File: config.mk
export PLATFORM = sky130hd
export DESIGN_NAME = ttl_down_counter_chain
export DESIGN_NICKNAME = d
export VERILOG_FILES = /design/src/rtl/ttl_down_counter_chain_pkg.sv /design/src/rtl/ttl_74169_down_stage.sv /design/src/rtl/ttl_down_counter_chain.sv
export SDC_FILE = /design/constraint.sdc
export NUM_CORES = 1
export LEC_CHECK = 0
export ABC_AREA = 1
export BUFFER_PORTS_ARGS = -buffer_cell sky130_fd_sc_hd__buf_4
export CORE_UTILIZATION = 40
export DETAILED_ROUTE_END_ITERATION = 6
export PLACE_DENSITY = 0.68
export SLEW_MARGIN = 20
export SYNTH_ARGS = -nofsm -noshare
export SYNTH_HDL_FRONTEND = slang
export SYNTH_HIERARCHICAL = 1
export SYNTH_SLANG_ARGS = --single-unit
File: constraint.sdc
create_clock -name Clk -period 4 [get_ports Clk]
set_input_delay 0.6 -clock Clk [delete_from_list [all_inputs] [get_ports Clk]]
set_output_delay 0.6 -clock Clk [all_outputs]
set_load 0.01 [all_outputs]
File: src/rtl/ttl_down_counter_chain_pkg.sv
// Shared constants for the TTL counter models: stage width and nibble end values.
package ttl_down_counter_chain_pkg;

    localparam int unsigned StageWidth = 4;
    localparam logic [StageWidth-1:0] NibbleZero = 4'h0;
    localparam logic [StageWidth-1:0] NibbleOnes = 4'hF;

endpackage

File: src/rtl/ttl_74169_down_stage.sv
// One 74169-style 4-bit stage in down mode: synchronous load, enabled decrement, async clear.
module ttl_74169_down_stage
    import ttl_down_counter_chain_pkg::*;
(
    input  logic                  Clk,
    input  logic                  Clear_bar,
    input  logic                  Load_bar,
    input  logic                  EN,
    input  logic [StageWidth-1:0] D,
    output logic [StageWidth-1:0] Q,
    output logic                  BZ
);

    logic [StageWidth-1:0] q_q;

    always_ff @(posedge Clk or negedge Clear_bar) begin
        if (!Clear_bar) begin
            q_q <= NibbleZero;
        end else if (!Load_bar) begin
            q_q <= D;
        end else if (EN) begin
            q_q <= (q_q == NibbleZero) ? NibbleOnes : q_q - 4'd1;
        end
    end

    assign Q  = q_q;
    assign BZ = (q_q == NibbleZero);

endmodule

File: src/rtl/ttl_down_counter_chain.sv
// Cascaded 74169-style down-counter with look-ahead borrow, optional auto-reload and a
// registered terminal-count pulse.
module ttl_down_counter_chain
    import ttl_down_counter_chain_pkg::*;
#(
    parameter int unsigned STAGES     = 2,
    parameter int unsigned WIDTH      = 4,
    parameter int unsigned RELOAD     = 0,
    parameter int unsigned DELAY_RISE = 0,
    parameter int unsigned DELAY_FALL = 0
) (
    input  logic                    Clk,
    input  logic                    Clear_bar,
    input  logic                    Load_bar,
    input  logic                    ENT,
    input  logic                    ENP,
    input  logic [WIDTH*STAGES-1:0] D,
    output logic [WIDTH*STAGES-1:0] Q,
    output logic                    BO,
    output logic                    TC
);

    logic [STAGES-1:0]       en_chain;
    logic [STAGES-1:0]       bz;
    logic [WIDTH*STAGES-1:0] q_int;
    logic                    count_en;
    logic                    q_zero;
    logic                    reload_hit;
    logic                    stage_load_bar;
    logic                    tc_q;

    assign count_en = ENT & ENP;
    assign q_zero   = &bz;

    // An enabled count at zero in reload mode is folded into the stages' parallel load.
    assign reload_hit     = (RELOAD != 0) && count_en && q_zero;
    assign stage_load_bar = Load_bar & ~reload_hit;

    for (genvar k = 0; k < STAGES; k++) begin : gen_stage
        if (k == 0) begin : gen_first
            assign en_chain[k] = count_en;
        end else begin : gen_next
            assign en_chain[k] = en_chain[k-1] & bz[k-1];
        end

        ttl_74169_down_stage u_stage (
            .Clk      (Clk),
            .Clear_bar(Clear_bar),
            .Load_bar (stage_load_bar),
            .EN       (en_chain[k]),
            .D        (D[k*WIDTH +: WIDTH]),
            .Q        (q_int[k*WIDTH +: WIDTH]),
            .BZ       (bz[k])
        );
    end

    always_ff @(posedge Clk or negedge Clear_bar) begin
        if (!Clear_bar) begin
            tc_q <= 1'b0;
        end else begin
            tc_q <= Load_bar & count_en & q_zero;
        end
    end

    // Output delays are zero-time in this synthesizable model; the parameters stay for
    // interface compatibility with the other TTL models.
    logic unused_delay;
    assign unused_delay = ^{DELAY_RISE, DELAY_FALL};

    assign Q  = q_int;
    assign BO = ENT & q_zero;
    assign TC = tc_q;

endmodule

==> results of run 1 <==
-- power breakdown --
part | switching (W) | leakage (nW) | internal (W)
clock | 0.0000328 | 0.0150 | 0.0000384
sequential | 0.0000107 | 0.109 | 0.0000997
combinational | 0.0000367 | 0.311 | 0.0000343
total | 0.0000802 | 0.436 | 0.000172
-- how the worst min path moves through the flow --
stage | to | slack, ns
after CTS | gen_stage[0].u_stage/Q[2] | 0.15
after global placement | gen_stage[0].u_stage/Q[2] | 0.43
after detailed placement | gen_stage[0].u_stage/Q[2] | 0.43
final | gen_stage[0].u_stage/Q[2] | 0.15
after global routing | TC | 0.15
after floorplan | TC | 0.30
-- cell usage in the layout (no fill, tap or decap), drive strengths merged --
cell type	synthesis	routed
nand2	28	28
clkbuf	0	4
nand3	7	7
buf	0	22
ha	2	2
inv	15	15
xor2	2	2
nor2	9	9
o211ai	2	2
a21oi	4	4
dfrtp	9	9
o22ai	2	2
-- worst reg2reg max path, delay by kind of cell, from the launching register on --
kind | cells | cell delay, ns
simple gates | 6 | 0.75
flops | 1 | 0.39
buf+inv | 3 | 0.24
fa+ha+maj | 1 | 0.21
-- cell usage after synthesis --
master    instances
nand2_2           1
inv_1             9
nor2_1            6
nor2_4            2
ha_1              2
dfrtp_1           9
o22ai_1           2
nor2_2            1
a21oi_1           4
nand2_1          27
nand3_1           7
o211ai_1          2
inv_2             6
xor2_1            2
-- cell families after synthesis --
family / synth area share
xor gates and xnor gates: 0.0310
DFF: 0.398
adders and majority gates: 0.0442
AOI/OAI and AO/OA: 0.0841
buffers and inverters: 0.0996
and+or+nand+nor: 0.343
-- stage by stage --
| step | setup slack [ns] | power [W] | hold slack, ns | utilization | cell area [µm²] |
|---|---|---|---|---|---|
| after CTS | 1.96 | 0.000255 | 0.154 | 0.596 | 776 |
| after detailed placement | 2.25 | 0.000183 | 0.434 | 0.576 | 749 |
| after floorplan | 2.30 | 0.000149 | 0.304 | - | 566 |
| after global routing | 1.82 | 0.000267 | 0.153 | 0.596 | 776 |
| after global placement | 2.27 | 0.000182 | 0.433 | 0.576 | 749 |
| final | 1.97 | 0.000253 | 0.153 | 0.596 | 776 |
-- per-layer routing --
metal	part of all wire	vias to the layer above	track usage
li1	-	301	-
met1	0.43	261	0.207
met2	0.51	14	0.344
met3	0.056	2	0.0341
met4	0.0084	0	0.103
met5	0	-	0
-- sequential cells by signal (all words and copies together), names as in the netlist --
name / count
TC: 1
gen_stage.u_stage/Q: 8
-- final cells by class --
class                      instances  area [µm²]  share of cell area
tap                               15        18.8              0.0242
timing repair buffer              22         165               0.213
sequential                         9         225               0.290
clock buffer                       4        26.3              0.0339
inverter                          15        56.3              0.0726
multi-input combinational         56         284               0.366
==> metrics, run 1 <==
I/O pin total=23; Static Leak=0.436 nW; CTS tree=yes; diodes inserted=0; max_cap viols=0; Layout Nets=122; CTS root buf=clkbuf_4; count of input and output buffers=22; unrepaired setup endpoints after global routing=false; CP Buf/Inv Count=2; CP max stage delay=0.39 ns; Mapped Area=566 µm²; # rows=13; RR Startpoint=gen_stage[0].u_stage/Q[0]; area delta synth->final=37.2%; vias in the first global route=457; crit path cell chain=inv_2 -> ha_1 -> nand2_1 -> nor2_1 -> nand2_1 -> nor2_1 -> buf_4; CP delay by family, top=flip-flops; final setup fails=0; crit path DAT=1.43 ns; Core ar.=0.00130 mm²; outcome=completed; clk buf depth=2; critical path depth in cells=7; FF+latch count, synth=9; Hold Vio Cnt, Final=0; worst skew pair latency=0.26 ns; largest net degree at the start of global routing=10; CP Launch Type=flip-flop; CP max-delay cell=dfrtp_1; Tmin final=2.03 ns; WP data required=3.40 ns; H-tree depth=1; DRC=0; R2R Setup Slk=2.36 ns; Synthesized Nets=95; fin cells=121; share of Yosys cell area claimed by the top area cell type=0.398; Total GRT Usage=0.191; Die X=39.6 µm; maximum vdd drop=0.152 mV; Sink Count=9; Vias per Instance=4.78; Placer Congestion=0.742; worst reg-to-reg path cell count=10; Worst Skew=0.00896 ns; 1st-pass router iterations=2; RR Endpoint=gen_stage[1].u_stage/Q[3]; Avg Cell Area, Syn=7.07 µm²; critical path class=flip-flop to output pin; Die ar.=0.00157 mm²; Hold Path Class=input port to async pin; Post-CTS Setup Bufs=0; Yosys Warn Count=6; Slew Limit Fails=0; Syn Inst Count=80; CP Capture Type=output pin; Final Cycle Share=0.508; power per cell area=326 mW/mm²; Starting Density=0.435; FMAX=492 MHz; DP HPWL=1040 µm; Slew @ Worst Pin=0.258 ns; CTS hold repair buffers=0; FILL cells=155; Detail Route Antenna Nets=0; crit path launch=gen_stage[1].u_stage/Q[0]; library cells used by synthesis=14; drt wl/cell=10.8 µm; Critical Path End=BO; vias after detailed routing=578; final wirelength=1310 µm; GRT overflow=0; total CTS buffers=3; Max-slew headroom=0.828; placed cells=117; Clock transition at path regs=0.07 ns; DRT iter0 DRCs=4; Die Y=39.6 µm; share of cells above drive strength 1=0.330; initial antenna violation count=0; TNS Setup=0 ns; Synth area leader=dfrtp_1; share of the yosys chip area belonging to registers=0.398; Synth area leaders=dfrtp_1 (40%), nand2_1 (18%), nand3_1 (6.2%); CTS-repair resized insts=0; CP Max Fanout=5; first-pass GRT wire length=1940 µm
(Power assumes the default switching activity.)
==> inputs of run 2 (changes only) <==
--- a/config.mk
+++ b/config.mk
@@ -5,11 +5,11 @@
 export SDC_FILE = /design/constraint.sdc
 export NUM_CORES = 1
 export LEC_CHECK = 0
-export ABC_AREA = 1
+export ABC_AREA = 0
 export BUFFER_PORTS_ARGS = -buffer_cell sky130_fd_sc_hd__buf_4
 export CORE_UTILIZATION = 40
 export DETAILED_ROUTE_END_ITERATION = 6
-export PLACE_DENSITY = 0.68
+export PLACE_DENSITY = 0.72
 export SLEW_MARGIN = 20
 export SYNTH_ARGS = -nofsm -noshare
 export SYNTH_HDL_FRONTEND = slang
==> constraint.sdc (replaced) <==
create_clock -name Clk -period 1.7 [get_ports Clk]
set_input_delay 0.255 -clock Clk [delete_from_list [all_inputs] [get_ports Clk]]
set_output_delay 0.255 -clock Clk [all_outputs]
set_load 0.01 [all_outputs]
==> metrics, run 2 <==
vias after detailed routing=483 (-16%); Util after Layout=0.667 (+0.0705); Placer Congestion=0.753 (+1.4%); Largest register FFs=8 (unchanged); Post-CTS Setup Bufs=0 (unchanged); power per cell area=757 mW/mm² (+130%); Die Y=38.5 µm (-2.8%); initial antenna violation count=0 (unchanged); FMAX=612 MHz; Starting Density=0.455 (+0.0205); Die X=38.5 µm (-2.8%); CP Launch Type=flip-flop; instance area at placement=713 µm² (-4.8%); max_cap viols=0 (unchanged); Sw Pwr=0.000176 W (+120%); outcome=completed; CP Max Fanout=4 (-1); Pint=0.000415 W (+140%); critical path class=flip-flop to output pin; most frequent cell after synthesis=nor2_1; Detail Route Antenna Nets=0 (unchanged); # rows=12 (-1); Yosys Warn Count=6 (unchanged); Synth area leader=dfrtp_1; share of cells above drive strength 1=0.458 (+0.128); Syn Inst Count=57 (-29%); Synthesized Nets=72 (-24%); Layout Nets=99 (-19%); Place WS=0.0587 ns (-2.19 ns); largest net degree at the start of global routing=18 (+8); DRC=0 (unchanged); drt wl/cell=12.3 µm (+13%); area delta synth->final=46.5%; total CTS buffers=3 (unchanged); Hold Path Class=input port to flip-flop; Avg Cell Area, Syn=9.35 µm² (+32%); final setup fails=0 (unchanged); unrepaired setup endpoints after global routing=false; FF+latch count, synth=9 (unchanged); Slew @ Worst Pin=0.244 ns (-0.0136 ns); Die ar.=0.00148 mm² (-5.5%); ys flop type=dfrtp_1; Mapped Area=533 µm² (-5.8%); first-pass GRT wire length=1710 µm (-12%); Logic pwr share=0.271 (-0.010); FILL cells=99 (-36%); vias in the first global route=397 (-13%); Total GRT Usage=0.172 (-0.0191); clk buf depth=2 (unchanged); Tmin final=1.63 ns; Synth area leaders=dfrtp_1 (42%), nor2_1 (7.0%), a21oi_1 (5.6%); Synth top cells by count=nor2_1 (10), dfrtp_1 (9), a21oi_1 (6), inv_1 (6); Hold Vio Cnt, Final=0 (unchanged); Reg power frac=0.444 (+0.007); crit path DAT=1.38 ns (-0.05 ns); Worst Skew=0.000808 ns (-0.00815 ns); count of input and output buffers=22 (unchanged); DP HPWL=824 µm (-21%); 1st-pass router iterations=4 (+2); Final Cycle Share=0.961; Final Cell Area=781 µm² (+0.65%); Clock transition at path regs=0.06 ns (about the same); CTS root buf=clkbuf_4; share of the yosys chip area belonging to registers=0.423 (+0.0243); Switching Fraction=0.298 (-0.0193); share of Yosys cell area claimed by the top area cell type=0.423 (+0.0243); worst skew pair latency=0.26 ns (about the same); CP Capture Type=output pin; EDFF count, synth=0 (unchanged); Core ar.=0.00117 mm² (-10%); commonest non-fill, non-tap cell in the layout=buf_4; H-tree depth=1 (unchanged); Vias per Instance=4.98 (+4.2%); library cells used by synthesis=19 (+5); Slew Limit Fails=0 (unchanged); WP data required=1.44 ns (-1.96 ns); Static Leak=0.384 nW (-12%); clock power share=0.285 (+0.003); TNS Setup=0 ns (unchanged); maximum vdd drop=0.488 mV (+220%); most frequent cells in the layout=buf_4 (23), nor2_1 (10), dfrtp_1 (9); Async S/R FF share, synth=1.00 (unchanged); I/O pin total=23 (unchanged); diodes inserted=0 (unchanged); DRT iter0 DRCs=8 (+4); Max-slew headroom=0.837 (+0.00972); Sink Count=9 (unchanged); final wirelength=1190 µm (-9.1%); CTS tree=yes; final worst slack=0.0657 ns (-1.90 ns); GRT overflow=0 (unchanged)
-- run 2: cell count changes after synthesis, sizes merged, moves of 3 or more --
cell   before  now
and3        0    3
nand2      28    2
nand3       7    0
inv        15    6
-- run 2: cell type report --
cell class | count | area, µm² | share of cell area
repair buffers | 24 | 183 | 0.234
well taps | 14 | 17.5 | 0.0224
inverters | 6 | 22.5 | 0.0288
multi-input cells | 40 | 307 | 0.393
clock buffers | 4 | 26.3 | 0.0337
flip-flops and latches | 9 | 225 | 0.288
-- run 2: path summary, 6_finish.rpt --
path	cells after the start	start	end	slack, ns
worst max-delay path	5	gen_stage[1].u_stage/Q[1]	BO	0.07
worst min-delay path	2	D[5]	gen_stage[1].u_stage/Q[1]	0.22
worst max register to register	7	gen_stage[0].u_stage/Q[1]	gen_stage[1].u_stage/Q[3]	0.08
worst min register to register	2	gen_stage[1].u_stage/Q[3]	gen_stage[1].u_stage/Q[3]	0.61
max in group asynchronous	2	Clear_bar	TC	1.20
min in group asynchronous	2	Clear_bar	gen_stage[1].u_stage/Q[2]	0.36
-- run 2: layer usage --
| layer | track usage | part of all wire | wire [µm] |
|---|---|---|---|
| met1 | 0.228 | 0.46 | 548 |
| met2 | 0.254 | 0.49 | 581 |
| met3 | 0.0523 | 0.050 | 59 |
| met4 | 0.0776 | 0 | 0 |
| met5 | 0 | 0 | 0 |
-- run 2: cells by family after synthesis --
| logic type | synth area share |
|---|---|
| flops | 0.423 |
| simple gates | 0.225 |
| fa+ha+maj | 0.0469 |
| xor+xnor | 0.0657 |
| buf+inv | 0.0610 |
| compound gates | 0.136 |
| mux | 0.0423 |
-- run 2: through the flow --
step	cells	total power [W]	hold WS (ns)
after floorplan	57	0.000333	-0.0406
after global placement	92	0.000404	0.0848
after detailed placement	92	0.000408	0.0837
after CTS	97	0.000583	0.221
after global routing	97	0.000620	0.233
final	97	0.000591	0.225
-- run 2: power groups by stage --
stage                     Combinational (W)  Sequential [W]  Clock, W
final                              0.000160        0.000262  0.000168
after global routing               0.000176        0.000265  0.000179
after CTS                          0.000150        0.000259  0.000174
after detailed placement           0.000146        0.000262         0
after global placement             0.000143        0.000261         0
after floorplan                   0.0000627        0.000271         0
-- run 2: what timing repair did --
action | in CTS | in global routing
resized for setup | 1 | 6
endpoints found under the hold margin | 9 | 0
hold buffers | 1 | 0
gates cloned | 0 | 0
pin swaps | 0 | 1
setup endpoints to repair | 1 | 2
-- run 2: worst max-delay path: stages, from the launching register on --
cell and delay [ns]:
dfrtp_1 0.41, inv_1 0.08, ha_2 0.18, nor3b_2 0.15
and3_4 0.19, buf_4 0.11
